## config.mk

```make
export PLATFORM = sky130hd
export DESIGN_NAME = demux_1to2_reg
export DESIGN_NICKNAME = d
export VERILOG_FILES = /design/src/rtl/demux_1to2_reg_pkg.sv /design/src/rtl/fifo2_reg.sv /design/src/rtl/demux_1to2_reg.sv
export SDC_FILE = /design/constraint.sdc
export NUM_CORES = 1
export LEC_CHECK = 0
export CORE_MARGIN = 2
export CORE_UTILIZATION = 53
export CTS_CLUSTER_DIAMETER = 120
export DETAILED_ROUTE_END_ITERATION = 7
export PLACE_DENSITY = 0.82
export SLEW_MARGIN = 20
export SYNTH_ARGS = -nofsm -noshare
export SYNTH_HDL_FRONTEND = slang
export SYNTH_SLANG_ARGS = --single-unit
```

## constraint.sdc

```tcl
create_clock -name clk -period 2.29 [get_ports clk]
set_clock_uncertainty 0.1 [all_clocks]
set_input_delay 0.3435 -clock clk [delete_from_list [all_inputs] [get_ports clk]]
set_output_delay 0.3435 -clock clk [all_outputs]
set_load 0.01 [all_outputs]
```

## src/rtl/demux_1to2_reg_pkg.sv

```systemverilog
// Shared definitions for the registered 1-to-2 demultiplexer: default data
// width, per-destination FIFO depth and the destination-select encoding.
package demux_1to2_reg_pkg;

  localparam int DEFAULT_WIDTH = 32;

  // Depth of each per-destination FIFO, sized to match the 2-bit occupancy count
  localparam logic [1:0] FIFO_DEPTH = 2'd2;

  typedef enum logic {
    DEST_PORT0 = 1'b0,
    DEST_PORT1 = 1'b1
  } dest_sel_e;

  // True while a FIFO holding 'count' words can take one more
  function automatic logic has_room(input logic [1:0] count);
    return count < FIFO_DEPTH;
  endfunction

endpackage

```

## src/rtl/fifo2_reg.sv

```systemverilog
// Two-entry flop-based FIFO with wrap-around 1-bit pointers, a 2-bit count,
// synchronous flush and asynchronous active-low reset. The head word is
// read straight out of the storage flops.
module fifo2_reg
  import demux_1to2_reg_pkg::*;
#(
  parameter int WIDTH = DEFAULT_WIDTH
) (
  input  logic             clk,
  input  logic             rst_n,
  input  logic             flush,
  input  logic             push,
  input  logic [WIDTH-1:0] push_data,
  input  logic             pop,
  output logic             valid,
  output logic [WIDTH-1:0] head,
  output logic [1:0]       count
);

  logic [WIDTH-1:0] mem [0:1];
  logic             wr_ptr;
  logic             rd_ptr;
  logic [1:0]       cnt;
  logic             do_push;
  logic             do_pop;

  // Guard both operations so the count can never overflow or underflow
  always_comb begin
    do_push = push && has_room(cnt);
    do_pop  = pop && (cnt != 2'd0);
  end

  // Pointer and occupancy bookkeeping; flush wins over any push or pop
  always_ff @(posedge clk or negedge rst_n) begin
    if (!rst_n) begin
      wr_ptr <= 1'b0;
      rd_ptr <= 1'b0;
      cnt    <= 2'd0;
    end else if (flush) begin
      wr_ptr <= 1'b0;
      rd_ptr <= 1'b0;
      cnt    <= 2'd0;
    end else begin
      if (do_push) begin
        wr_ptr <= ~wr_ptr;
      end
      if (do_pop) begin
        rd_ptr <= ~rd_ptr;
      end
      case ({do_push, do_pop})
        2'b10:   cnt <= cnt + 2'd1;
        2'b01:   cnt <= cnt - 2'd1;
        default: cnt <= cnt;
      endcase
    end
  end

  // Word storage, cleared on reset and written only by an accepted push
  always_ff @(posedge clk or negedge rst_n) begin
    if (!rst_n) begin
      mem[0] <= '0;
      mem[1] <= '0;
    end else if (!flush && do_push) begin
      mem[wr_ptr] <= push_data;
    end
  end

  assign valid = (cnt != 2'd0);
  assign head  = mem[rd_ptr];
  assign count = cnt;

endmodule

```

## src/rtl/demux_1to2_reg.sv

```systemverilog
// Registered 1-to-2 demultiplexer: each accepted input word is steered by
// in_select into one of two independent 2-entry FIFOs, each with its own
// valid/ready output handshake. Acceptance depends only on the selected
// FIFO's occupancy and flush, never on the downstream ready signals.
module demux_1to2_reg
  import demux_1to2_reg_pkg::*;
#(
  parameter int WIDTH = DEFAULT_WIDTH
) (
  input  logic             clk,
  input  logic             rst_n,
  input  logic             in_valid,
  output logic             in_ready,
  input  logic [WIDTH-1:0] in_data,
  input  logic             in_select,
  input  logic             flush,
  output logic             out0_valid,
  input  logic             out0_ready,
  output logic [WIDTH-1:0] out0_data,
  output logic             out1_valid,
  input  logic             out1_ready,
  output logic [WIDTH-1:0] out1_data
);

  dest_sel_e  dest;
  logic [1:0] count0;
  logic [1:0] count1;
  logic [1:0] sel_count;
  logic       accept;
  logic       push0;
  logic       push1;
  logic       pop0;
  logic       pop1;

  assign dest = dest_sel_e'(in_select);

  // Steer the offered word to the selected FIFO and derive the handshakes
  always_comb begin
    sel_count = (dest == DEST_PORT1) ? count1 : count0;
    in_ready  = !flush && has_room(sel_count);
    accept    = in_valid && in_ready;
    push0     = accept && (dest == DEST_PORT0);
    push1     = accept && (dest == DEST_PORT1);
    pop0      = out0_valid && out0_ready;
    pop1      = out1_valid && out1_ready;
  end

  fifo2_reg #(
    .WIDTH (WIDTH)
  ) u_fifo0 (
    .clk       (clk),
    .rst_n     (rst_n),
    .flush     (flush),
    .push      (push0),
    .push_data (in_data),
    .pop       (pop0),
    .valid     (out0_valid),
    .head      (out0_data),
    .count     (count0)
  );

  fifo2_reg #(
    .WIDTH (WIDTH)
  ) u_fifo1 (
    .clk       (clk),
    .rst_n     (rst_n),
    .flush     (flush),
    .push      (push1),
    .push_data (in_data),
    .pop       (pop1),
    .valid     (out1_valid),
    .head      (out1_data),
    .count     (count1)
  );

endmodule

```

Word level (Yosys, flattened, before mapping)
Index checks and enable logic that the tools add are counted.
- flip-flop bits (word level): 136
- equal/unequal tests: 4
- magnitude comparators: 9
- add/sub/neg operators: 4
- reductions and logical operators: 23
- bitwise gates (word level): 9
- mux-type cells: 25
- operator list (kind ; count):
    $mux W32 ; 8
    $bwmux W64 ; 2
    $demux W32 S1 ; 2
    $logic_and A1 B1 Y1 ; 14
    $reduce_bool A2 Y1 ; 6
    $ge A2 B2 Y1 const B ; 4
    $mux W1 ; 8
    $not A1 Y2 ; 4
    $pmux W2 S2 ; 2
    $lt A2 B2 Y1 const B ; 3
    $mux W2 ; 3
    $reduce_bool A3 Y1 ; 2
    $not A1 Y1 ; 5
    $add A2 B1 Y2 const B ; 2
    $eq A2 B1 Y1 const B ; 2
    $eq A2 B2 Y1 const B ; 2
    $lt A2 B1 Y1 const B ; 2
    $sub A2 B1 Y2 const B ; 2
    $logic_not A1 Y1 ; 1

Longest topological paths before layout
Gate-level depths: netlist of the first run.
- depth in word-level cells: 9
- gate-level depth with buffers: 5

Cells and area by module
A second synthesis of the first run with hierarchy kept.
- cells, all modules: 389
- area total of the unflattened synthesis: 6043.3 um^2
- modules (own cells, without submodules) (module ; sequential area each (um^2) ; cells an instance ; area an instance (um^2) ; times used):
    fifo2_reg ; 1701.6 ; 191 ; 2992.9 ; 2
    demux_1to2_reg ; 0.0 ; 7 ; 57.6 ; 1

Worst setup path after synthesis of the first run
OpenSTA, ideal clock, no wires.
- path kind: register to register
- start point: register u_fifo1.cnt[1], in the netlist u_fifo1.count[1]
- end point: register u_fifo1.mem[0] in the netlist's numbering
- path buffers: 2
- setup time: 0.125 ns
- slack: 0.466 ns
- arrival: 1.599 ns
- cell stages (with the launch flop): 6
- path through: dfrtp_1 nand3b_2 or3b_1 buf_2 buf_6 mux2_4
- word-level cells in the longest chain between the ends: 7
- RTL lines (item ; line ; RTL):
    from (decl) ; fifo2_reg.sv:23 ; logic [1:0] cnt;
    from (signal assigned) ; fifo2_reg.sv:51 ; 2'b10: cnt <= cnt + 2'd1;
    from (signal assigned) ; fifo2_reg.sv:52 ; 2'b01: cnt <= cnt - 2'd1;
    from (signal assigned) ; fifo2_reg.sv:53 ; default: cnt <= cnt;
    $mux W2 ; demux_1to2_reg.sv:39 ; sel_count = (dest == DEST_PORT1) ? count1 : count0;
    $lt A2 B2 Y1 ; demux_1to2_reg_pkg.sv:17 ; return count < FIFO_DEPTH;
    $logic_and A1 B1 Y1 ; demux_1to2_reg.sv:40 ; in_ready = !flush && has_room(sel_count);
    $logic_and A1 B1 Y1 ; demux_1to2_reg.sv:41 ; accept = in_valid && in_ready;
    $logic_and A1 B1 Y1 ; demux_1to2_reg.sv:43 ; push1 = accept && (dest == DEST_PORT1);
    $logic_and A1 B1 Y1 (*) ; fifo2_reg.sv:29 ; do_push = push && has_room(cnt);
    $logic_and A1 B1 Y1 (*) ; fifo2_reg.sv:63 ; end else if (!flush && do_push) begin
    to (signal, indexed assignment) ; fifo2_reg.sv:64 ; mem[wr_ptr] <= push_data;
    to (decl) ; fifo2_reg.sv:20 ; logic [WIDTH-1:0] mem [0:1];
Every way passes the cells marked *; elsewhere a longest branch is shown, timed or not.
A chain may end at the register's enable or synchronous reset.

Worst setup path in the final report of the first run
- start point: register u_fifo1.rd_ptr
- end point: output out1_data[20]
- word-level cells in the longest chain between the ends: 4
- RTL lines (item ; line ; RTL):
    from (decl) ; fifo2_reg.sv:22 ; logic rd_ptr;
    from (signal assigned) ; fifo2_reg.sv:48 ; rd_ptr <= ~rd_ptr;
    $not A1 Y2 (implied by the code) ; fifo2_reg.sv:69 ; assign head = mem[rd_ptr];
    $mux W32 (implied by the code) (3 in a row) ; fifo2_reg.sv:69 ;
    to (decl) ; demux_1to2_reg.sv:22 ; output logic [WIDTH-1:0] out1_data
No other way between the ends. The select of a mux whose other input is x is not followed.

==> results of run 1 <==
[metal layers]
layer / part of all wire [%] / track usage (%) / wire length, µm
met5: 0 / 0 / 0
met2: 50 / 37.5 / 6560
met4: 1.3 / 7.17 / 173
met3: 4.9 / 6.51 / 649
met1: 44 / 29.8 / 5860
[sequential cells by signal (all words and copies together) (netlist names)]
signal	count
u_fifo0.rd_ptr	1
u_fifo0.mem	64
u_fifo0.count	2
u_fifo0.wr_ptr	1
u_fifo1.mem	64
u_fifo1.count	2
u_fifo1.rd_ptr	1
u_fifo1.wr_ptr	1
[area by class of cell]
class                           instances  area, µm²
Clock inverter                         12        223
Multi-Input combinational cell        230       2540
Inverter                                1       3.75
Clock buffer                           19        443
Sequential cell                       136       3400
Tap cell                              143        179
Timing Repair Buffer                  133       1380
Fill cell                             756       3100
[per-stage QoR]
stage / power [W] / utilization (%)
global placement: 0.00530 / 66.3
detailed placement: 0.00542 / 66.3
floorplan: 0.00441 / -
finish: 0.00830 / 72.5
global route: 0.00867 / 72.5
CTS: 0.00834 / 72.3
[Yosys cell counts, types with 2 or more instances]
cell type	number	area, µm²
sky130_fd_sc_hd__mux2_1	5	56.3
sky130_fd_sc_hd__nand2b_1	2	12.5
sky130_fd_sc_hd__mux2_2	157	1770
sky130_fd_sc_hd__xor2_1	4	35.0
sky130_fd_sc_hd__o21ai_0	3	15.0
sky130_fd_sc_hd__buf_2	10	50.1
sky130_fd_sc_hd__or2_2	3	18.8
sky130_fd_sc_hd__clkbuf_1	9	33.8
sky130_fd_sc_hd__nor2b_1	4	25.0
sky130_fd_sc_hd__buf_6	3	33.8
sky130_fd_sc_hd__dfrtp_1	136	3400
sky130_fd_sc_hd__a21oi_1	2	10.0
sky130_fd_sc_hd__nor2_1	7	26.3
sky130_fd_sc_hd__mux2_4	30	450
[report_power, final]
group          internal [W]  switching [W]
sequential          0.00301       0.000325
combinational       0.00119       0.000702
clock               0.00207        0.00101
total               0.00627        0.00203
[kinds of logic (layout without fill, tap and decap cells)]
family          after synthesis  count (layout)  share of synthesized area, %
simple gates                 23              23                          2.38
xor+xnor                      5               5                         0.723
buf+inv                      23             165                          2.00
compound gates                9               9                         0.951
flops                       136             136                          56.2
mux                         193             193                          37.7
[timing repair]
| item | in CTS | in global routing |
|---|---|---|
| cloned | 1 | 0 |
| resized for setup | 56 | 5 |
| pin swaps | 0 | 0 |
| hold buffers | 1 | 0 |
| hold endpoints to repair | 44 | 0 |
| setup endpoints to repair | 55 | 7 |
| buffers inserted | 4 | 2 |
[how the worst max path moves through the flow]
stage,startpoint,end,slack (ns),depth (start not counted)
after CTS,u_fifo0.count[1],in_ready,0.02,4
after global placement,in_select,u_fifo1.mem[14],0.04,5
final,u_fifo1.rd_ptr,out1_data[20],0.06,3
after floorplan,u_fifo1.count[1],u_fifo1.mem[0],0.47,5
after detailed placement,in_select,u_fifo0.mem[53],-0.005,6
after global routing,u_fifo0.rd_ptr,out0_data[0],0.001,3
==> impl_summary.md, run 1 <==
Status
The flow ran to the end, and the final reports show no timing, DRC or antenna violations.

GRT
The overall overflow remaining after global route is 0. In the global route stage, overall resource usage came out at 22.9%. The number of global-route vias before repair is 4210. The first global-routing pass estimated 22100 µm of wire.

Entering global routing, the biggest net connects 48 pins. The initial antenna violation count is 0.

Final layout
Leaving out fill and tap cells, the most frequent cells in the layout are sky130_fd_sc_hd__mux2_2 (157), sky130_fd_sc_hd__dfrtp_1 (135), sky130_fd_sc_hd__dlygate4sd2_1 (55). The most frequent standard cell in the layout excluding fill and tap cells is sky130_fd_sc_hd__mux2_2. The count of cells in the finished layout, fillers not included, comes to 674.

The area growth from synthesis to layout is 35.0%. The fraction of final layout cells sized beyond drive strength 1 is 47.6%. The final standard cell area without fillers is 8170 µm². The number of diodes added for antenna fixing is 0. At the end of the flow, the number of nets in the layout was 558.

Worst setup path
The required time at the worst-slack endpoint is 1.85 ns. The type of element launching the critical path is a register. The top cell family by delay on the critical path is buffers and inverters.

The worst setup path is captured at an output port. Walking the worst path, the cells encountered are buf_4 -> mux2_2 -> clkdlybuf4s50_1. The library cell contributing the largest single delay on the critical path is sky130_fd_sc_hd__clkdlybuf4s50_1. The number of cells on the worst reg-to-reg path is 4. The critical path class is register to output port.

The data arrival at the endpoint of the critical path is 1.78 ns. The maximum net fanout on the critical path is 4. The setup slack of the most critical reg-to-reg path is 0.35 ns. The reg-to-reg critical path endpoint is u_fifo1.mem[14]. The number of buffers and inverters on the critical path is 2.

The worst register-to-register path begins at u_fifo1.count[1]. The largest stage delay on the critical path is 0.48 ns.

Yosys
Of all flip-flops after synthesis, the portion carrying an async set or reset was 100%. The register bit total from synthesis is 136. The cell count after synthesis came out at 389. The netlist uses 28 different library cells. A synthesized cell averages 15.6 µm². Among all flip-flop cells after synthesis, the most frequent one is sky130_fd_sc_hd__dfrtp_1. The number of nets in the synthesized netlist is 428.

The cell area that synthesis handed to floorplanning was 6050 µm². For this run, the number of Yosys warnings is 0. For this run, the register share of the synthesized area comes to 56.2%.

The count of flip-flops with a built-in enable after synthesis is 0.

Placement
The placed instance count is 635. The instance area at placement is 7470 µm². Prior to clock tree synthesis, the placed netlist has a worst setup slack of -0.00515 ns. During placement, the flow inserted port buffers numbering 105. The sum of net half-perimeters after detailed placement is 8370 µm. The routability congestion estimate is 0.768.

Floorplan
The die boundary height is 111 µm. The starting density of the core is 53.7%. Row generation in the floorplan step produced 39 rows.

The floorplan step defined a die boundary enclosing 12300 µm². The number of top-level design ports is 106. In this run the standard cell core region covers 11300 µm². The die outline width is 111 µm.

Timing
The worst setup slack after layout is 0.0627 ns. The worst pin sits at a relative slew slack of 70.1%. The number of hold-slack violations in the final timing report came to 0. Setup violations remaining at the end of the flow were counted as 0. The worst path uses 97.3% of the clock period. For the pin with the worst max-slew slack, the measured transition is 0.448 ns. Setup repair after global routing left no endpoint under its margin. Based on the critical path, the design can be clocked at up to 449 MHz.

The max-slew violation count came to 0. Hold timing on the final database bottoms out at a slack of 0.340 ns. For the final routed database, the setup TNS stands at 0 ns. Subtracting the final worst setup slack from the clock period gives 2.23 ns.

Clocking
The total number of clock tree sinks is 136. The buffer depth of the longest clock path is 2. The root cell of the clock tree is sky130_fd_sc_hd__clkbuf_16. The clock-pin slew on the worst setup and hold paths is 0.06 ns. The clock latency reported for the late side of the worst-skew pair is 0.41 ns.

TritonCTS built the clock tree. The H-tree depth is 4. TritonCTS created 17 clock buffers.

Pwr
In this run the power density over the cells is 1020 nW/µm². IR analysis of the VDD net gives a maximum drop of 0.652 mV. The static leakage is 3.77 nW.

Detailed routing
The routed layout has 3753 vias. The routed design has 13200 µm of wire. The number of violations reported at the end of detailed-routing iteration 0 is 142. The average detailed-routed wire length per instance is 19.6 µm. The count of nets left with antenna violations once routing finished came out at 0. The average vias per placed instance is 5.57.

The final routed DRC violation total is 0. The first-pass detailed-route iteration total is 4.

Job
The total of max-cap violations is 0.

Min path
The class of the worst hold path is input port to async pin.
Note: power is estimated with default switching activity, not from simulation.
==> run 2: changes to the inputs <==
--- a/config.mk
+++ b/config.mk
@@ -13,4 +13,5 @@
 export SLEW_MARGIN = 20
 export SYNTH_ARGS = -nofsm -noshare
 export SYNTH_HDL_FRONTEND = slang
+export SYNTH_HIERARCHICAL = 1
 export SYNTH_SLANG_ARGS = --single-unit
==> impl_summary.md, run 2 <==
Final layout
The area added between synthesis and finish is 33.7% (was 35.0%). The most frequent standard cell in the layout excluding fill and tap cells is sky130_fd_sc_hd__mux2_2 (unchanged). The fraction of final layout cells sized beyond drive strength 1 came to 48.8% (was 47.6%). The number of standard cells in the layout, taps in and fillers out is 673 (was 674). The number of fill cells in the layout is 695 (was 756). Biggest registers after layout: u_fifo0/mem (64), u_fifo1/mem (64) (was u_fifo0.mem (64), u_fifo1.mem (64)).

Commonest cells after routing, fill and taps aside: sky130_fd_sc_hd__mux2_2 (190), sky130_fd_sc_hd__dfrtp_1 (135), sky130_fd_sc_hd__clkdlybuf4s50_1 (50) (was sky130_fd_sc_hd__mux2_2 (157), sky130_fd_sc_hd__dfrtp_1 (135), sky130_fd_sc_hd__dlygate4sd2_1 (55)). The number of nets in the layout came to 559 (was 558). The number of diodes added for antenna fixing is 0 (unchanged). The core utilization of the finished layout is 73.6% (was 72.5%).

Placement
The routability congestion estimate was 0.703 (was 0.768). The count of input and output buffers was 105 (unchanged). The worst setup slack after placement is -0.185 ns (was -0.00515 ns). The sum of net half-perimeters after detailed placement was 8490 µm (was 8370 µm). The placed instance count is 636 (was 635).

Floorplan
The die boundary height came to 111 µm (about the same). The area of the die is 12300 µm² (about the same). The starting density of the core is 55.0% (was 53.7%). The count of standard-cell rows came to 38 (was 39). The number of top-level design ports came to 106 (unchanged).

The die outline width is 111 µm (about the same). The area of the core region was 11000 µm² (was 11300 µm²).

Yosys
Top cells by count, synth: sky130_fd_sc_hd__mux2_2 (190), sky130_fd_sc_hd__dfrtp_1 (136), sky130_fd_sc_hd__buf_2 (6), sky130_fd_sc_hd__buf_4 (6), sky130_fd_sc_hd__buf_6 (6) (was sky130_fd_sc_hd__mux2_2 (157), sky130_fd_sc_hd__dfrtp_1 (136), sky130_fd_sc_hd__mux2_4 (30)). The register bit total from synthesis is 136 (unchanged). The prevailing post-synth register cell is sky130_fd_sc_hd__dfrtp_1 (unchanged). The sequential-to-total area share from yosys stat is 56.3% (was 56.2%). The most repeated cell in the gate-level netlist after synthesis was sky130_fd_sc_hd__mux2_2 (unchanged). The cell count after synthesis was 389 (unchanged). The average footprint of a synthesized cell is 15.5 µm² (was 15.6 µm²). The number of library cell types mapped by synthesis came to 22 (was 28).

The synthesized cell area is 6040 µm² (was 6050 µm²). The number of warnings printed during yosys synthesis is 6 (was 0). The cell type contributing the most total cell area after synthesis is sky130_fd_sc_hd__dfrtp_1 (unchanged). The fraction of registers with async set or reset after synthesis came to 100% (unchanged).

The share of Yosys cell area claimed by the top area cell type is 56.3% (was 56.2%). The number of nets in the synthesized netlist is 428 (unchanged). The count of flip-flops with a built-in enable after synthesis is 0 (unchanged). Ranking of synthesized cells by area: sky130_fd_sc_hd__dfrtp_1 (56%), sky130_fd_sc_hd__mux2_2 (35%), sky130_fd_sc_hd__buf_6 (1.1%) (was sky130_fd_sc_hd__dfrtp_1 (56%), sky130_fd_sc_hd__mux2_2 (29%), sky130_fd_sc_hd__mux2_4 (7.4%)).

Clocking
The buffer depth of the longest clock path is 2 (unchanged). The total number of clock tree sinks is 136 (unchanged). The TritonCTS clock tree was done (unchanged). The clock latency reported for the late side of the worst-skew pair was 0.41 ns (about the same).

The H-tree depth is 4 (unchanged). The number of buffers inserted during clock tree synthesis is 17 (unchanged). The root cell of the clock tree is sky130_fd_sc_hd__clkbuf_16 (unchanged). The clock-pin slew on the worst setup and hold paths was 0.06 ns (about the same).

Detailed routing
The average vias per placed instance is 5.34 (was 5.57). The final routed DRC violation total is 0 (unchanged). The number of vias after detailed routing came to 3596 (was 3753).

The average detailed-routed wire length per instance came to 19.5 µm (was 19.6 µm). The number of nets with antenna violations after detailed routing is 0 (unchanged). The total wire length after detailed routing is 13100 µm (was 13200 µm).

The first-pass detailed-route iteration total is 4 (unchanged). The number of violations reported at the end of detailed-routing iteration 0 is 128 (was 142).

Worst setup path
The maximum net fanout on the critical path is 12 (was 4). The library cell contributing the largest single delay on the critical path is sky130_fd_sc_hd__clkdlybuf4s50_1 (unchanged). Critical-path cell list: buf_8 -> mux2_2 -> clkdlybuf4s50_1 (was buf_4 -> mux2_2 -> clkdlybuf4s50_1). The type of element launching the critical path was a register (unchanged). The required time at the worst-slack endpoint is 1.85 ns (about the same).

The data arrival at the endpoint of the critical path is 1.87 ns (was 1.78 ns). The sort of element at the end of the critical path is an output port (unchanged). The critical path class is register to output port (unchanged). The largest stage delay on the critical path is 0.49 ns (was 0.48 ns).

Timing
The worst hold margin is 0.322 ns (was 0.340 ns). RSZ-0062 raised after global routing: true (was false). The max-slew violation count came to 0 (unchanged). The actual slew at the worst max-slew pin is 0.464 ns (was 0.448 ns). The minimum clock period is 2.31 ns (was 2.23 ns). The headroom to the max-slew limit is 69.1% (was 70.1%).

The maximum achievable frequency is 433 MHz (was 449 MHz). The period utilization came to 101% (was 97.3%). The worst setup slack after layout was -0.0208 ns (was 0.0627 ns).

The number of hold-slack violations in the final timing report is 0 (unchanged). The count of final setup violators is 1 (was 0). The setup TNS is -0.0208 ns (was 0 ns).

GRT
The routing usage on met2 is 38.3% (was 37.5%). The initial antenna violation count is 0 (unchanged). The pin count of the biggest net entering global routing is 43 (was 48). The wire length of the first global-routing pass came to 21500 µm (was 22100 µm). The met3 usage is 8.37% (was 6.51%). The busiest metal layer after global routing is met2 (unchanged). The global-route met1 utilization is 27.1% (was 29.8%). The global-route total usage across every layer is 22.4% (was 22.9%).

The overall overflow remaining after global route is 0 (unchanged). The number of global-route vias before repair is 4093 (was 4210).

Pwr
The highest ir drop seen on vdd was 0.546 mV (was 0.652 mV). The power per unit of standard cell area is 908 nW/µm² (was 1020 nW/µm²). The static leakage is 3.92 nW (was 3.77 nW).

Job
The total of max-cap violations was 0 (unchanged).

Status
The final reports fail on setup timing. Status: complete, but fails checks (was completed).

Min path
The class of the worst hold path is input port to async pin (unchanged).
==> run 2: cell types whose count changed in the layout (fill, tap and decap cells not counted), sizes merged, moves of 3 or more <==
cell / before / now
dlygate4sd2: 55 / 20
dlymetal6s2s: 5 / 34
clkdlybuf4s50: 44 / 50
bufinv: 6 / 2
clkinv: 3 / 7
nor2: 7 / 4
==> run 2: worst paths after layout <==
| path | from | end | slack [ns] | cells after the start |
|---|---|---|---|---|
| min in group clk | u_fifo0/mem[39] | u_fifo0/mem[39] | 0.38 | 1 |
| max in group asynchronous | rst_n | u_fifo1/mem[36] | 1.05 | 3 |
| max reg2reg | u_fifo1/count[1] | u_fifo1/mem[29] | 0.30 | 5 |
| min | rst_n | u_fifo0/mem[59] | 0.32 | 2 |
| min reg2reg | u_fifo0/mem[39] | u_fifo0/mem[39] | 0.38 | 1 |
| max | u_fifo0/rd_ptr | out0_data[30] | -0.02 | 3 |
==> run 2: final cells by class <==
class	count	area (µm²)	area share, %
Sequential cell	136	3400	42.1
Multi-Input combinational cell	233	2490	30.8
Timing Repair Buffer	132	1410	17.4
Clock buffer	21	480	5.95
Tap cell	140	175	2.17
Clock inverter	11	121	1.50
==> run 2: power breakdown <==
| group | internal [W] | switching [W] |
|---|---|---|
| clock network | 0.00171 | 0.00101 |
| registers | 0.00284 | 0.000222 |
| logic | 0.000966 | 0.000584 |
| total | 0.00552 | 0.00181 |
==> run 2: worst max-delay path: cells and delay by family, from the launching register on <==
kind | cells | cell delay [ns]
buf+inv | 2 | 0.68
mux | 1 | 0.37
flops | 1 | 0.42
==> run 2: cell families (layout without fill, tap and decap cells) <==
logic type	after synthesis	in the layout	share of synthesized area (%)
XOR/XNOR	4	4	0.580
multiplexers	194	194	36.1
buffers and inverters	20	164	2.48
flip-flops	136	136	56.3
AND/OR/NAND/NOR	26	26	3.69
AO/OA/AOI/OAI	9	9	0.787
==> run 2: layer usage <==
| layer | share of wire [%] | vias up | wire length (µm) |
|---|---|---|---|
| met2 | 52 | 82 | 6790 |
| met3 | 5.3 | 12 | 698 |
| li1 | - | 1653 | - |
| met4 | 0.82 | 0 | 107 |
| met1 | 42 | 1849 | 5510 |
| met5 | 0 | - | 0 |
==> run 2: metrics by stage <==
stage | power, W | cell area [µm²]
6_report | 0.00734 | 8080
5_1_grt | 0.00769 | 8080
4_1_cts | 0.00746 | 7950
3_5_place_dp | 0.00476 | 7330
3_3_place_gp | 0.00469 | 7330
2_1_floorplan | 0.00387 | 6040
==> run 2: repair_timing <==
action	CTS	global route
buffers inserted	0	4
gates resized for setup	28	37
setup endpoints to repair	53	44
pin swaps	0	0
hold endpoints to repair	28	0
hold buffers	1	0
